File: config.mk
export PLATFORM = sky130hd
export DESIGN_NAME = branch_resolve_unit
export DESIGN_NICKNAME = d
export VERILOG_FILES = /design/src/rtl/branch_pkg.sv /design/src/rtl/branch_cond_eval.sv /design/src/rtl/branch_resolve_unit.sv
export SDC_FILE = /design/constraint.sdc
export NUM_CORES = 1
export LEC_CHECK = 0
export BUFFER_PORTS_ARGS = -buffer_cell sky130_fd_sc_hd__buf_2
export CORE_ASPECT_RATIO = 0.8
export CORE_MARGIN = 1
export CORE_UTILIZATION = 40
export DETAILED_ROUTE_END_ITERATION = 8
export PLACE_DENSITY = 0.72
export SLEW_MARGIN = 20
export SYNTH_ARGS = -nofsm -noshare
export SYNTH_HDL_FRONTEND = slang
export SYNTH_SLANG_ARGS = --single-unit
File: constraint.sdc
create_clock -name clk -period 2.3 [get_ports clk]
set_input_delay 0.345 -clock clk [delete_from_list [all_inputs] [get_ports clk]]
set_output_delay 0.345 -clock clk [all_outputs]
set_load 0.03 [all_outputs]
File: src/rtl/branch_pkg.sv
// Shared constants for branch resolution: B-type funct3 codes
// and the flush FSM state encoding.
package branch_pkg;

  localparam logic [2:0] BEQ  = 3'b000;
  localparam logic [2:0] BNE  = 3'b001;
  localparam logic [2:0] BLT  = 3'b100;
  localparam logic [2:0] BGE  = 3'b101;
  localparam logic [2:0] BLTU = 3'b110;
  localparam logic [2:0] BGEU = 3'b111;

  localparam logic [0:0] IDLE  = 1'b0;
  localparam logic [0:0] FLUSH = 1'b1;

endpackage

File: src/rtl/branch_cond_eval.sv
// Combinational branch condition: funct3 plus comparator flags
// give the taken decision; reserved funct3 codes flag illegal.
module branch_cond_eval
  import branch_pkg::*;
(
  input  logic [2:0] funct3_i,
  input  logic       equal_i,
  input  logic       lt_i,
  output logic       taken_o,
  output logic       illegal_o
);

  always_comb begin
    taken_o   = 1'b0;
    illegal_o = 1'b0;
    unique case (funct3_i)
      BEQ:        taken_o = equal_i;
      BNE:        taken_o = ~equal_i;
      BLT, BLTU:  taken_o = lt_i;
      BGE, BGEU:  taken_o = ~lt_i;
      default:    illegal_o = 1'b1;
    endcase
  end

endmodule

File: src/rtl/branch_resolve_unit.sv
// EX-stage branch/jump resolution with registered redirect and timed flush.
// Optional BRU_STATS_EN adds saturating resolve/mispredict counters.
module branch_resolve_unit
  import branch_pkg::*;
#(
  parameter int XLEN         = 32,
  parameter int FLUSH_CYCLES = 2,
  parameter int STAT_W       = 32
) (
  input  logic              clk,
  input  logic              rst_n,
  input  logic              valid_i,
  input  logic              is_branch_i,
  input  logic              is_jal_i,
  input  logic              is_jalr_i,
  input  logic [2:0]        funct3_i,
  input  logic              branch_equal_i,
  input  logic              branch_lt_i,
  output logic              cmp_is_unsigned,
  input  logic [XLEN-1:0]   pc_i,
  input  logic [XLEN-1:0]   imm_i,
  input  logic [XLEN-1:0]   rs1_i,
  input  logic              pred_taken_i,
  input  logic [XLEN-1:0]   pred_target_i,
  output logic [XLEN-1:0]   link_o,
  output logic              redirect_o,
  output logic [XLEN-1:0]   redirect_pc_o,
  output logic              flush_o,
  output logic              misalign_o,
  output logic              illegal_o,
  output logic [STAT_W-1:0] stat_branches_o,
  output logic [STAT_W-1:0] stat_mispred_o
);

  localparam int CW = (FLUSH_CYCLES > 1) ? $clog2(FLUSH_CYCLES) : 1;

  logic [0:0]      state_q;
  logic [CW-1:0]   cnt_q;
  logic            cond_taken;
  logic            cond_illegal;
  logic            is_b;
  logic            taken;
  logic            illegal;
  logic            misalign;
  logic            mispred;
  logic            resolve;
  logic            do_redirect;
  logic [XLEN-1:0] br_tgt;
  logic [XLEN-1:0] jalr_tgt;
  logic [XLEN-1:0] target;
  logic [XLEN-1:0] next_pc;
  logic            redirect_q;
  logic [XLEN-1:0] redirect_pc_q;
  logic            flush_q;
  logic            misalign_q;
  logic            illegal_q;

  branch_cond_eval u_cond (
    .funct3_i  (funct3_i),
    .equal_i   (branch_equal_i),
    .lt_i      (branch_lt_i),
    .taken_o   (cond_taken),
    .illegal_o (cond_illegal)
  );

  assign cmp_is_unsigned = funct3_i[1];
  assign link_o          = pc_i + XLEN'(4);
  assign br_tgt          = pc_i + imm_i;
  assign jalr_tgt        = (rs1_i + imm_i) & ~XLEN'(1);

  // Overlapping type flags resolve as JALR > JAL > branch
  always_comb begin
    is_b   = 1'b0;
    taken  = 1'b0;
    target = br_tgt;
    if (is_jalr_i) begin
      taken  = 1'b1;
      target = jalr_tgt;
    end else if (is_jal_i) begin
      taken  = 1'b1;
    end else if (is_branch_i) begin
      is_b   = 1'b1;
      taken  = cond_taken;
    end
  end

  assign illegal  = is_b & cond_illegal;
  assign misalign = taken & (|target[1:0]);
  assign mispred  = (taken != pred_taken_i)
                  | (taken & (target != pred_target_i));
  assign resolve  = valid_i
                  & (is_branch_i | is_jal_i | is_jalr_i)
                  & (state_q == IDLE);
  assign do_redirect = resolve & mispred & ~misalign & ~illegal;
  assign next_pc     = taken ? target : link_o;

  always_ff @(posedge clk or negedge rst_n) begin
    if (!rst_n) begin
      state_q       <= IDLE;
      cnt_q         <= '0;
      redirect_q    <= 1'b0;
      redirect_pc_q <= '0;
      flush_q       <= 1'b0;
      misalign_q    <= 1'b0;
      illegal_q     <= 1'b0;
    end else begin
      redirect_q <= do_redirect;
      misalign_q <= resolve & misalign;
      illegal_q  <= resolve & illegal;
      if (do_redirect) redirect_pc_q <= next_pc;
      unique case (state_q)
        IDLE: begin
          if (do_redirect) begin
            state_q <= FLUSH;
            flush_q <= 1'b1;
            cnt_q   <= CW'(FLUSH_CYCLES - 1);
          end
        end
        FLUSH: begin
          if (cnt_q == '0) begin
            state_q <= IDLE;
            flush_q <= 1'b0;
          end else begin
            cnt_q <= cnt_q - CW'(1);
          end
        end
      endcase
    end
  end

  assign redirect_o    = redirect_q;
  assign redirect_pc_o = redirect_pc_q;
  assign flush_o       = flush_q;
  assign misalign_o    = misalign_q;
  assign illegal_o     = illegal_q;

`ifdef BRU_STATS_EN
  logic [STAT_W-1:0] br_cnt_q;
  logic [STAT_W-1:0] mp_cnt_q;

  always_ff @(posedge clk or negedge rst_n) begin
    if (!rst_n) begin
      br_cnt_q <= '0;
      mp_cnt_q <= '0;
    end else begin
      if (resolve && !(&br_cnt_q))
        br_cnt_q <= br_cnt_q + STAT_W'(1);
      if (do_redirect && !(&mp_cnt_q))
        mp_cnt_q <= mp_cnt_q + STAT_W'(1);
    end
  end

  assign stat_branches_o = br_cnt_q;
  assign stat_mispred_o  = mp_cnt_q;
`else
  assign stat_branches_o = '0;
  assign stat_mispred_o  = '0;
`endif

endmodule

# Yosys cells after proc, flatten, opt, wreduce, memory -nomap -nowiden
# Cells that the tools add are included.
dict set report classes {
  n_bitwise 18
  reduce_logical 6
  n_eq_ne 9
  n_addsub 4
  mux 18
}
# op count
set op_table {}
lappend op_table {{$add A32 B32 Y32} 2}
lappend op_table {{$mux W32} 2}
lappend op_table {{$add A32 B3 Y32 const B} 1}
lappend op_table {{$ne A32 B32 Y1} 1}
lappend op_table {{$eq A3 B3 Y1 const B} 4}
lappend op_table {{$mux W1} 12}
lappend op_table {{$and A1 B1 Y1} 10}
lappend op_table {{$pmux W1 S2} 3}
lappend op_table {{$reduce_or A2 Y1} 3}
lappend op_table {{$reduce_or A6 Y1} 1}
lappend op_table {{$not A1 Y1} 5}
lappend op_table {{$ne A2 B2 Y1 const B} 2}
lappend op_table {{$pmux W1 S4} 1}
lappend op_table {{$eq A3 B1 Y1 const B} 1}
lappend op_table {{$logic_not A3 Y1} 1}
lappend op_table {{$or A1 B1 Y1} 3}
lappend op_table {{$reduce_and A2 Y1} 1}
lappend op_table {{$ne A1 B1 Y1} 1}
lappend op_table {{$sub A1 B1 Y1 const B} 1}
dict set report word_totals {
  in_bits 140
  output_inout_bits 133
  ff_bits 38
}

# Logic depth before layout (Yosys ltp)
# Gate-level depths: netlist of run 1.
dict set report depth {
  depth_word 13
  ltp_mapped 15
  mapped_depth_nobuf 14
}

# By module
# A second synthesis of run 1 with hierarchy kept.
dict set report unflattened {
  cells_unflattened 1006
  area_unflattened_um2 7741.2
}
# mod cells_each area_per_inst_um2 instances
set by_module_without_submodules {}
lappend by_module_without_submodules {branch_resolve_unit 1001 7704.9 1}
lappend by_module_without_submodules {branch_cond_eval 5 36.3 1}

# Worst setup path before layout of run 1
# Ideal clock, no wire load.
dict set report synth_timing {
  path_kind {input to register}
  start {in pc_i[0]}
  end {reg redirect_pc_q[1] (netlist: redirect_pc_o[1])}
  required_time_ns 2.175
  slack_ns -1.459
  arrival_time_ns 3.634
  path_stages 15
  cell_sequence {ha_1 > fa_1 > a21oi_1 > o211ai_2 > a211oi_1 > nor4_1 > or2_2 > xnor2_1 > mux2i_1 > xor2_1 > nor4_2 > nand4_1 > o21ai_4 > buf_12 > mux2_4}
}
dict set report synth_between {
  elab_chain_len 8
  word_cells_on_any_way 13
  classes_between {2 x add/sub; 1 x eq/ne; 2 x mux; 7 x bitwise; 1 x reduce/logical}
}
# element line_no
set synth_lines {}
lappend synth_lines {{start, declared} branch_resolve_unit.sv:20} ;# input logic [XLEN-1:0] pc_i,
lappend synth_lines {{$add A32 B32 Y32} branch_resolve_unit.sv:68} ;# assign br_tgt = pc_i + imm_i;
lappend synth_lines {{$mux W32} branch_resolve_unit.sv:76} ;# if (is_jalr_i) begin
lappend synth_lines {{$ne A32 B32 Y1} branch_resolve_unit.sv:90} ;# | (taken & (target != pred_target_i));
lappend synth_lines {{$and A1 B1 Y1} branch_resolve_unit.sv:90}
lappend synth_lines {{$or A1 B1 Y1} branch_resolve_unit.sv:90}
lappend synth_lines {{$and A1 B1 Y1 (3 in a row)} branch_resolve_unit.sv:94} ;# assign do_redirect = resolve & mispred & ~misalign & ~illegal;
lappend synth_lines {{end signal, assigned} branch_resolve_unit.sv:110} ;# if (do_redirect) redirect_pc_q <= next_pc;
lappend synth_lines {{end, declared} branch_resolve_unit.sv:53} ;# logic [XLEN-1:0] redirect_pc_q;
# Parallel ways exist; a longest one is shown, timed or not.
# A chain may end at the register's enable or synchronous reset.

# Worst setup path in the final report of run 1
dict set report layout_timing {
  start {in rs1_i[0]}
  end {reg redirect_pc_q[10] (netlist: redirect_pc_o[10])}
}
dict set report layout_between {
  elab_chain_len 8
  word_cells_on_any_way 12
  classes_between {1 x add/sub; 1 x eq/ne; 2 x mux; 7 x bitwise; 1 x reduce/logical}
}
# element line_no
set layout_lines {}
lappend layout_lines {{start, declared} branch_resolve_unit.sv:22} ;# input logic [XLEN-1:0] rs1_i,
lappend layout_lines {{$add A32 B32 Y32 *} branch_resolve_unit.sv:69} ;# assign jalr_tgt = (rs1_i + imm_i) & ~XLEN'(1);
lappend layout_lines {{$mux W32 *} branch_resolve_unit.sv:76}
lappend layout_lines {{$ne A32 B32 Y1} branch_resolve_unit.sv:90}
lappend layout_lines {{$and A1 B1 Y1} branch_resolve_unit.sv:90}
lappend layout_lines {{$or A1 B1 Y1} branch_resolve_unit.sv:90}
lappend layout_lines {{$and A1 B1 Y1 (3 in a row)} branch_resolve_unit.sv:94}
# Every way passes the cells marked *; elsewhere a longest branch is shown, timed or not.

==> results.md, run 1 <==
* Measured slew at the worst slew-check pin at 0.820 ns
* Count leader, synth: a21oi_1
* Synth unique cells at 86
* Die height at between 100 and 150 µm
* Final WS setup at -1.53 ns
* Post-synth top cells: a21oi_1, nand2_1, nor2_1
* Number of global-route vias before repair at 8597
* CP most frequent cell: buf_6
* Hold Crit Class: input pin to async pin
* FFs w/ async S/R, synth at 100%
* EDFF count, synth at 0
* Root Buffer: clkbuf_16
* Maximum VDD drop at approximately 0.56 mV
* Fin crit share at 166%
* Post-DR vias/cell at 5.25
* Clk_lat worst skew at 0.28 ns
* Die X at between 150 and 200 µm
* Ys Warns at 0
* Row count at between 40 and 50
* RSZ-0062 raised after global routing: yes
* Setup TNS at -53.12 ns
* Critical path origin: rs1_i[0]
* R2r setup slk at 0.18 ns
* Worst Skew at 0.00189 ns
* Reg2reg end: redirect_pc_o[10]
* Via count at 9237
* Core area at ~18000 µm²
* Worst Path Buf+Inv at 5
* Synth Area per Inst at roughly 7.6 µm²
* Non-filler instance count after layout at 1760
* CTS HTree Levels at 2
* Max Fclk at roughly 260 MHz
* Detail Route Antenna Nets at 0
* Area grow syn2layout at 60.5%
* Ports at roughly 270
* Worst path slowest cell: a221o_1
* IO buf count at between 200 and 250
* Synth Instances at 988
* Worst path top cell family by delay: simple AND/OR/NAND/NOR gates
* Clock buffer count from CTS at 5
* Reg2reg start: state_q
* Dominant cell type by area after synthesis: dfrtp_1
* Worst-path clk slew at 0.05 ns
* Max-Cap Viols at 0
* Critical path depth at 18
* FILL cells at about 1.6k
* Detailed Route Iter0 Violations at ~680
* Inst Count DP at ~1.7k
* Congestion Overflow GR at 0
* Global-route wire length before repair at 45000 µm
* Total track usage at between 20% and 30%
* WS Path Type: input pin to flop
* Worst path required time at ~2.5 ns
* Violated checks: negative setup slack
* N_diodes at 0
* Initial core utilization at between 40% and 50%
* CP cell instances: buf_6, and2_4, fa_2, a21o_1, a221o_1, buf_4, buf_6, xnor2_2, a21oi_2, xor2_1, nor3_1, nand4_1, nor4_2, nand4_1, o21ai_4, buf_6, buf_12, mux2_4
* Critical path launch point type: input pin
* R2r worst-path depth at 9
* DP HPWL at approximately 25000 µm
* Pwr per Cell Area at about 560 nW/µm²
* Pre-Repair DR Iteration Count at 5
* Status: finished, violations left
* DIE AREA at 19400 µm²
* Clock Sinks at 38
* Crit path to: redirect_pc_o[10]
* Largest net degree at the start of global routing at slightly below 60
* Fin nets at ~1.7k
* Antenna violations before repair at 0
* Synth Cell Area at around 7500 µm²
* Synthesized flop and latch total at 38
* Arrival @ worst endpoint at around 4.0 ns
* RePlAce Congestion at roughly 1
* Synth top area share at ~13%
* CP peak stage delay at between 0.3 and 0.4 ns
* Final Hold Vio Count at 0
* DR WL/cell at about 17 µm
* Slew headroom at ~45%
* DRC at 0
* Setup violations, final at 36
* Drt total wl at ~30000 µm
* Crit path time final at approximately 3.8 ns
* CP Max Fanout at 8
* Sequential area share after synthesis at 12.6%
* Leakage at a little over 6 nW
* Layout cell share with drive strength beyond 1 at 47.1%
* TritonCTS clock tree: yes
* Top post-synthesis cells by area: dfrtp_1, ha_1, xnor2_1
* Critical Path Sink Type: flop
* Max clock buf depth at 2
* Top FF cell, synth: dfrtp_1
* Pins over their slew limit at 0
==> state kept, by name, indices dropped and copies added (netlist names) <==
name,count
flush_o,1
state_q,1
misalign_o,1
redirect_o,1
illegal_o,1
cnt_q,1
redirect_pc_o,32
==> cell families (layout without fill, tap and decap cells) <==
logic type / count (synthesis) / after routing / synth area share (%)
mux: 54 / 54 / 8.49
flops: 38 / 38 / 12.6
other cells: 1 / 64 / 0.0498
simple gates: 295 / 295 / 19.0
fa+ha+maj: 64 / 64 / 10.8
buf+inv: 141 / 597 / 11.3
compound gates: 276 / 276 / 23.8
xor+xnor: 119 / 119 / 13.9
==> layer usage <==
| layer | track usage, % | part of all wire, % |
|---|---|---|
| met5 | 0 | 0 |
| met4 | 5.65 | 1.6 |
| met3 | 4.70 | 8.3 |
| met2 | 46.0 | 44 |
| met1 | 42.5 | 46 |
==> report_power, final <==
| group | total [W] | switching (W) | internal [W] |
|---|---|---|---|
| Combinational | 0.00487 | 0.00272 | 0.00215 |
| Sequential | 0.00118 | 0.000189 | 0.000988 |
| Clock | 0.000764 | 0.000257 | 0.000507 |
| Total | 0.00681 | 0.00316 | 0.00365 |
==> stage by stage <==
step	worst slack [ns]	power, W	area, µm²	hold WS [ns]	utilization (%)
floorplan	-1.31	0.00391	7860	0.0494	-
global placement	-1.86	0.00552	10900	0.426	59.6
detailed placement	-1.95	0.00560	10900	0.438	59.6
CTS	-1.51	0.00662	11700	0.184	63.8
global route	-1.67	0.00719	12100	0.231	66.1
finish	-1.53	0.00681	12100	0.161	66.1
==> worst min-delay path by stage <==
| stage | startpoint | end | slack, ns | cells past startpoint |
|---|---|---|---|---|
| after floorplan | rst_n | cnt_q | 0.05 | 0 |
| after global placement | state_q | cnt_q | 0.43 | 1 |
| after detailed placement | state_q | cnt_q | 0.44 | 1 |
| after CTS | rst_n | redirect_pc_o[22] | 0.18 | 1 |
| after global routing | rst_n | redirect_pc_o[30] | 0.23 | 1 |
| final | rst_n | redirect_pc_o[30] | 0.16 | 1 |
==> placed cells by master, fill, tap and decap left out, types with 26 or more instances in the layout <==
master,count
a21oi_1,80
buf_2,189
buf_4,335
buf_6,32
conb_1,64
dfrtp_1,38
ha_1,55
inv_1,26
mux2i_1,26
nand2_1,80
nand3_1,36
nor2_1,68
o21ai_0,46
xnor2_1,48
xor2_1,42
==> area by class of cell <==
| type | count | area [µm²] | area share (%) |
|---|---|---|---|
| clock inverters | 3 | 40.0 | 0.331 |
| well taps | 253 | 317 | 2.62 |
| inverters | 27 | 101 | 0.839 |
| clock buffers | 5 | 125 | 1.04 |
| repair buffers | 562 | 3910 | 32.3 |
| flip-flops and latches | 38 | 951 | 7.87 |
| multi-input cells | 872 | 6650 | 55.0 |
==> what timing repair did <==
action | 4_1_cts | 5_1_grt
gates resized for setup | 91 | 74
hold buffers | 0 | 0
pin swaps | 52 | 33
setup buffers | 22 | 18
setup endpoints to repair | 53 | 51
(Power assumes the default switching activity.)
==> run 2: changes to the inputs <==
ABC_AREA = 1   (was not set)
PLACE_DENSITY = 0.7   (was 0.72)
==> results.md, run 2 <==
* Number of global-route vias before repair at 10.6k (was 8597)
* Largest family of logic cells by synthesized area: simple AND/OR/NAND/NOR gates (was compound AO/OA/AOI/OAI gates)
* DRC at 0 (unchanged)
* Crit path to: redirect_pc_o[31] (was redirect_pc_o[10])
* Drt total wl at 36400 µm (was 30000 µm)
* Synth Area in Simple Gates at 51.9% (was 19.0%)
* Gate power share at 71.1% (was 71.5%)
* R2r setup slk at 0.60 ns (was 0.18 ns)
* Max clock buf depth at 2 (unchanged)
* Fin crit share at 120% (was 166%)
* Status: finished, violations left (unchanged)
* Via count at 11.8k (was 9237)
* DR WL/cell at 15.3 µm (was 17.1 µm)
* Worst path slowest cell: ha_1 (was a221o_1)
* Inst Count DP at 2349 (was 1718)
* Sw frac at 51.7% (was 46.4%)
* CP peak stage delay at 0.35 ns (was 0.36 ns)
* XOR/XNOR Fraction of Synth Area at 3.18% (was 13.9%)
* Dpl ws at -0.896 ns (was -1.95 ns)
* Critical path depth at 19 (was 18)
* Count leader, synth: nand2_1 (was a21oi_1)
* Reg2reg start: state_q (unchanged)
* WS Path Type: input pin to flop (unchanged)
* Root Buffer: clkbuf_16 (unchanged)
* CP most frequent cell: nand2_1 (was buf_6)
* Synth Cell Area at 8770 µm² (was 7530 µm²)
* Fin nets at 2311 (was 1710)
* Synth Instances at 1631 (was 988)
* Post-synthesis mux area share at 0% (was 8.49%)
* Final Core Density at 64.5% (was 66.1%)
* Initial core utilization at 40.7% (was 41.2%)
* Global-route wire length before repair at 54200 µm (was 45000 µm)
* Fin area at 13900 µm² (was 12100 µm²)
* Area post-placement at 11900 µm² (was 10900 µm²)
* Pwr per Cell Area at 468 nW/µm² (was 564 nW/µm²)
* Sequential fraction of design power at 18.2% (was 17.3%)
* Worst Path Buf+Inv at 3 (was 5)
* Measured slew at the worst slew-check pin at 0.823 ns (was 0.820 ns)
* Non-filler instance count after layout at 2383 (was 1760)
* Synth Area per Inst at 5.38 µm² (was 7.62 µm²)
* Crit path time final at 2.76 ns (was 3.83 ns)
* Clock buffer count from CTS at 5 (unchanged)
* Area grow syn2layout at 58.5% (was 60.5%)
* Synthesized flop and latch total at 38 (unchanged)
* R2r worst-path depth at 7 (was 9)
* Leakage at 8.00 nW (was 6.08 nW)
* Worst path required time at 2.48 ns (was 2.47 ns)
* EDFF count, synth at 0 (unchanged)
* Hold slack at 0.151 ns (was 0.161 ns)
* Adder-Cell Fraction of Synth Area at 9.30% (was 10.8%)
* Hold Crit Class: input pin to async pin (unchanged)
* Critical Path Sink Type: flop (unchanged)
* Top post-synthesis cells by area: nand2_1, nand3_1, inv_1 (was dfrtp_1, ha_1, xnor2_1)
* Most frequent cells in the layout: nand2_1, buf_4, inv_1, buf_2, nand3_1 (was buf_4, buf_2, nand2_1, a21oi_1, nor2_1)
* Antenna violations before repair at 0 (unchanged)
* Largest net degree at the start of global routing at 39 (was 58)
* Max-Cap Viols at 0 (unchanged)
* Row count at 48 (was 44)
* Int Pwr at 0.00315 W (was 0.00365 W)
* Max FFs per register at 32 (unchanged)
* IO buf count at 208 (unchanged)
* Worst Skew at 0.00107 ns (was 0.00189 ns)
* Die height at 134 µm (was 125 µm)
* Worst path top cell family by delay: simple AND/OR/NAND/NOR gates (unchanged)
* DIE AREA at 22500 µm² (was 19400 µm²)
* Total track usage at 30.5% (was 29.5%)
* Synth top area share at 26.4% (was 12.6%)
* N_diodes at 0 (unchanged)
* Pins over their slew limit at 0 (unchanged)
* RePlAce Congestion at 0.933 (was 1.00)
* CTS HTree Levels at 2 (unchanged)
* Layout cell share with drive strength beyond 1 at 38.9% (was 47.1%)
* Clk_lat worst skew at 0.28 ns (about the same)
* Dominant cell type by area after synthesis: nand2_1 (was dfrtp_1)
* Slew headroom at 45.1% (was 45.3%)
* Sequential area share after synthesis at 10.8% (was 12.6%)
* Clock Sinks at 38 (unchanged)
* Ys Warns at 0 (unchanged)
* CP Max Fanout at 6 (was 8)
* Clock power share at 10.7% (was 11.2%)
* Violated checks: negative setup slack (unchanged)
* Ports at 273 (unchanged)
* Switch Pwr at 0.00337 W (was 0.00316 W)
* Core area at 21600 µm² (was 18300 µm²)
* Die X at 168 µm (was 155 µm)
* CP cell instances: buf_2, ha_1, nand2_1, nor2_1, and3_1, nand2_1, and2_1, nand3_1, nand3_2, nand2_1, nand2_1, nand2_1, nand3_1, nor2_4, nand3_4, buf_8, clkbuf_16, nand3_2, nand2_1 (was buf_6, and2_4, fa_2, a21o_1, a221o_1, buf_4, buf_6, xnor2_2, a21oi_2, xor2_1, nor3_1, nand4_1, nor4_2, nand4_1, o21ai_4, buf_6, buf_12, mux2_4)
* Hold Buf Count CTS at 0 (unchanged)
* Maximum VDD drop at 0.381 mV (was 0.557 mV)
* TritonCTS clock tree: yes (unchanged)
* Max Fclk at 363 MHz (was 261 MHz)
* Detail Route Antenna Nets at 0 (unchanged)
* Pre-Repair DR Iteration Count at 5 (unchanged)
* Congestion Overflow GR at 0 (unchanged)
* Critical path launch point type: input pin (unchanged)
* Final Hold Vio Count at 0 (unchanged)
* Post-DR vias/cell at 4.95 (was 5.25)
* Critical path origin: imm_i[23] (was rs1_i[0])
* DP HPWL at 29400 µm (was 25000 µm)
* Reg2reg end: redirect_pc_o[2] (was redirect_pc_o[10])
* Setup violations, final at 46 (was 36)
* Worst-path clk slew at 0.06 ns (was 0.05 ns)
* Synth unique cells at 43 (was 86)
* Arrival @ worst endpoint at 2.93 ns (was 3.99 ns)
* Top FF cell, synth: dfrtp_1 (unchanged)
* Final WS setup at -0.457 ns (was -1.53 ns)
* Detailed Route Iter0 Violations at 1012 (was 683)
* RSZ-0062 raised after global routing: yes (unchanged)
* Most common cell after layout, fill and taps aside: nand2_1 (was buf_4)
* FFs w/ async S/R, synth at 100% (unchanged)
* Synth Area in Compound Gates at 5.84% (was 23.8%)
* Post-synth top cells: nand2_1, inv_1, nand3_1 (was a21oi_1, nand2_1, nor2_1)
## run 2: kinds of logic (layout without fill, tap and decap cells)
kind of cell,count (synthesis),count (layout)
and+or+nand+nor,1042,1045
adders and majority gates,64,64
AOI/OAI and AO/OA,93,93
DFF,38,38
buffers and inverters,362,773
other,1,64
xor gates and xnor gates,31,31
## run 2: area by class of cell
type,count,area [µm²]
clock buffer,6,139
timing repair buffer,492,3500
inverter,273,1030
clock inverter,2,12.5
sequential,38,951
fill,1966,7660
multi-input combinational,1297,7930
tap,275,344
## run 2: through the flow
step	total power [W]	setup TNS [ns]
after floorplan	0.00376	-6.99
after global placement	0.00521	-30.70
after detailed placement	0.00527	-34.05
after CTS	0.00616	-14.83
after global routing	0.00695	-22.50
final	0.00651	-16.67
## run 2: power groups by stage
stage               logic (W)  registers, W  clock network, W
global placement      0.00402       0.00119                 0
CTS                   0.00428       0.00118          0.000702
detailed placement    0.00409       0.00119                 0
finish                0.00463       0.00119          0.000696
floorplan             0.00199       0.00177                 0
global route          0.00501       0.00122          0.000720
## run 2: worst min path at each step
stage / endpoint / startpoint / slack [ns] / depth (start not counted)
2_1_floorplan: cnt_q / rst_n / 0.05 / 0
3_3_place_gp: cnt_q / state_q / 0.43 / 1
3_5_place_dp: cnt_q / state_q / 0.45 / 1
4_1_cts: flush_o / rst_n / 0.17 / 1
5_1_grt: redirect_pc_o[4] / rst_n / 0.23 / 1
6_report: illegal_o / rst_n / 0.15 / 1
## run 2: per-layer routing
layer / GRT usage [%] / wire length [µm]
met5: 0 / 0
met4: 4.89 / 475
met3: 2.77 / 2390
met2: 49.0 / 16200
met1: 44.6 / 17300
## run 2: timing repair
item                                    in CTS  in global routing
gates resized for setup                    140                198
buffers inserted                             5                 17
endpoints found under the setup margin      48                 49
gates cloned                                 3                  2
pin swaps                                   37                 70
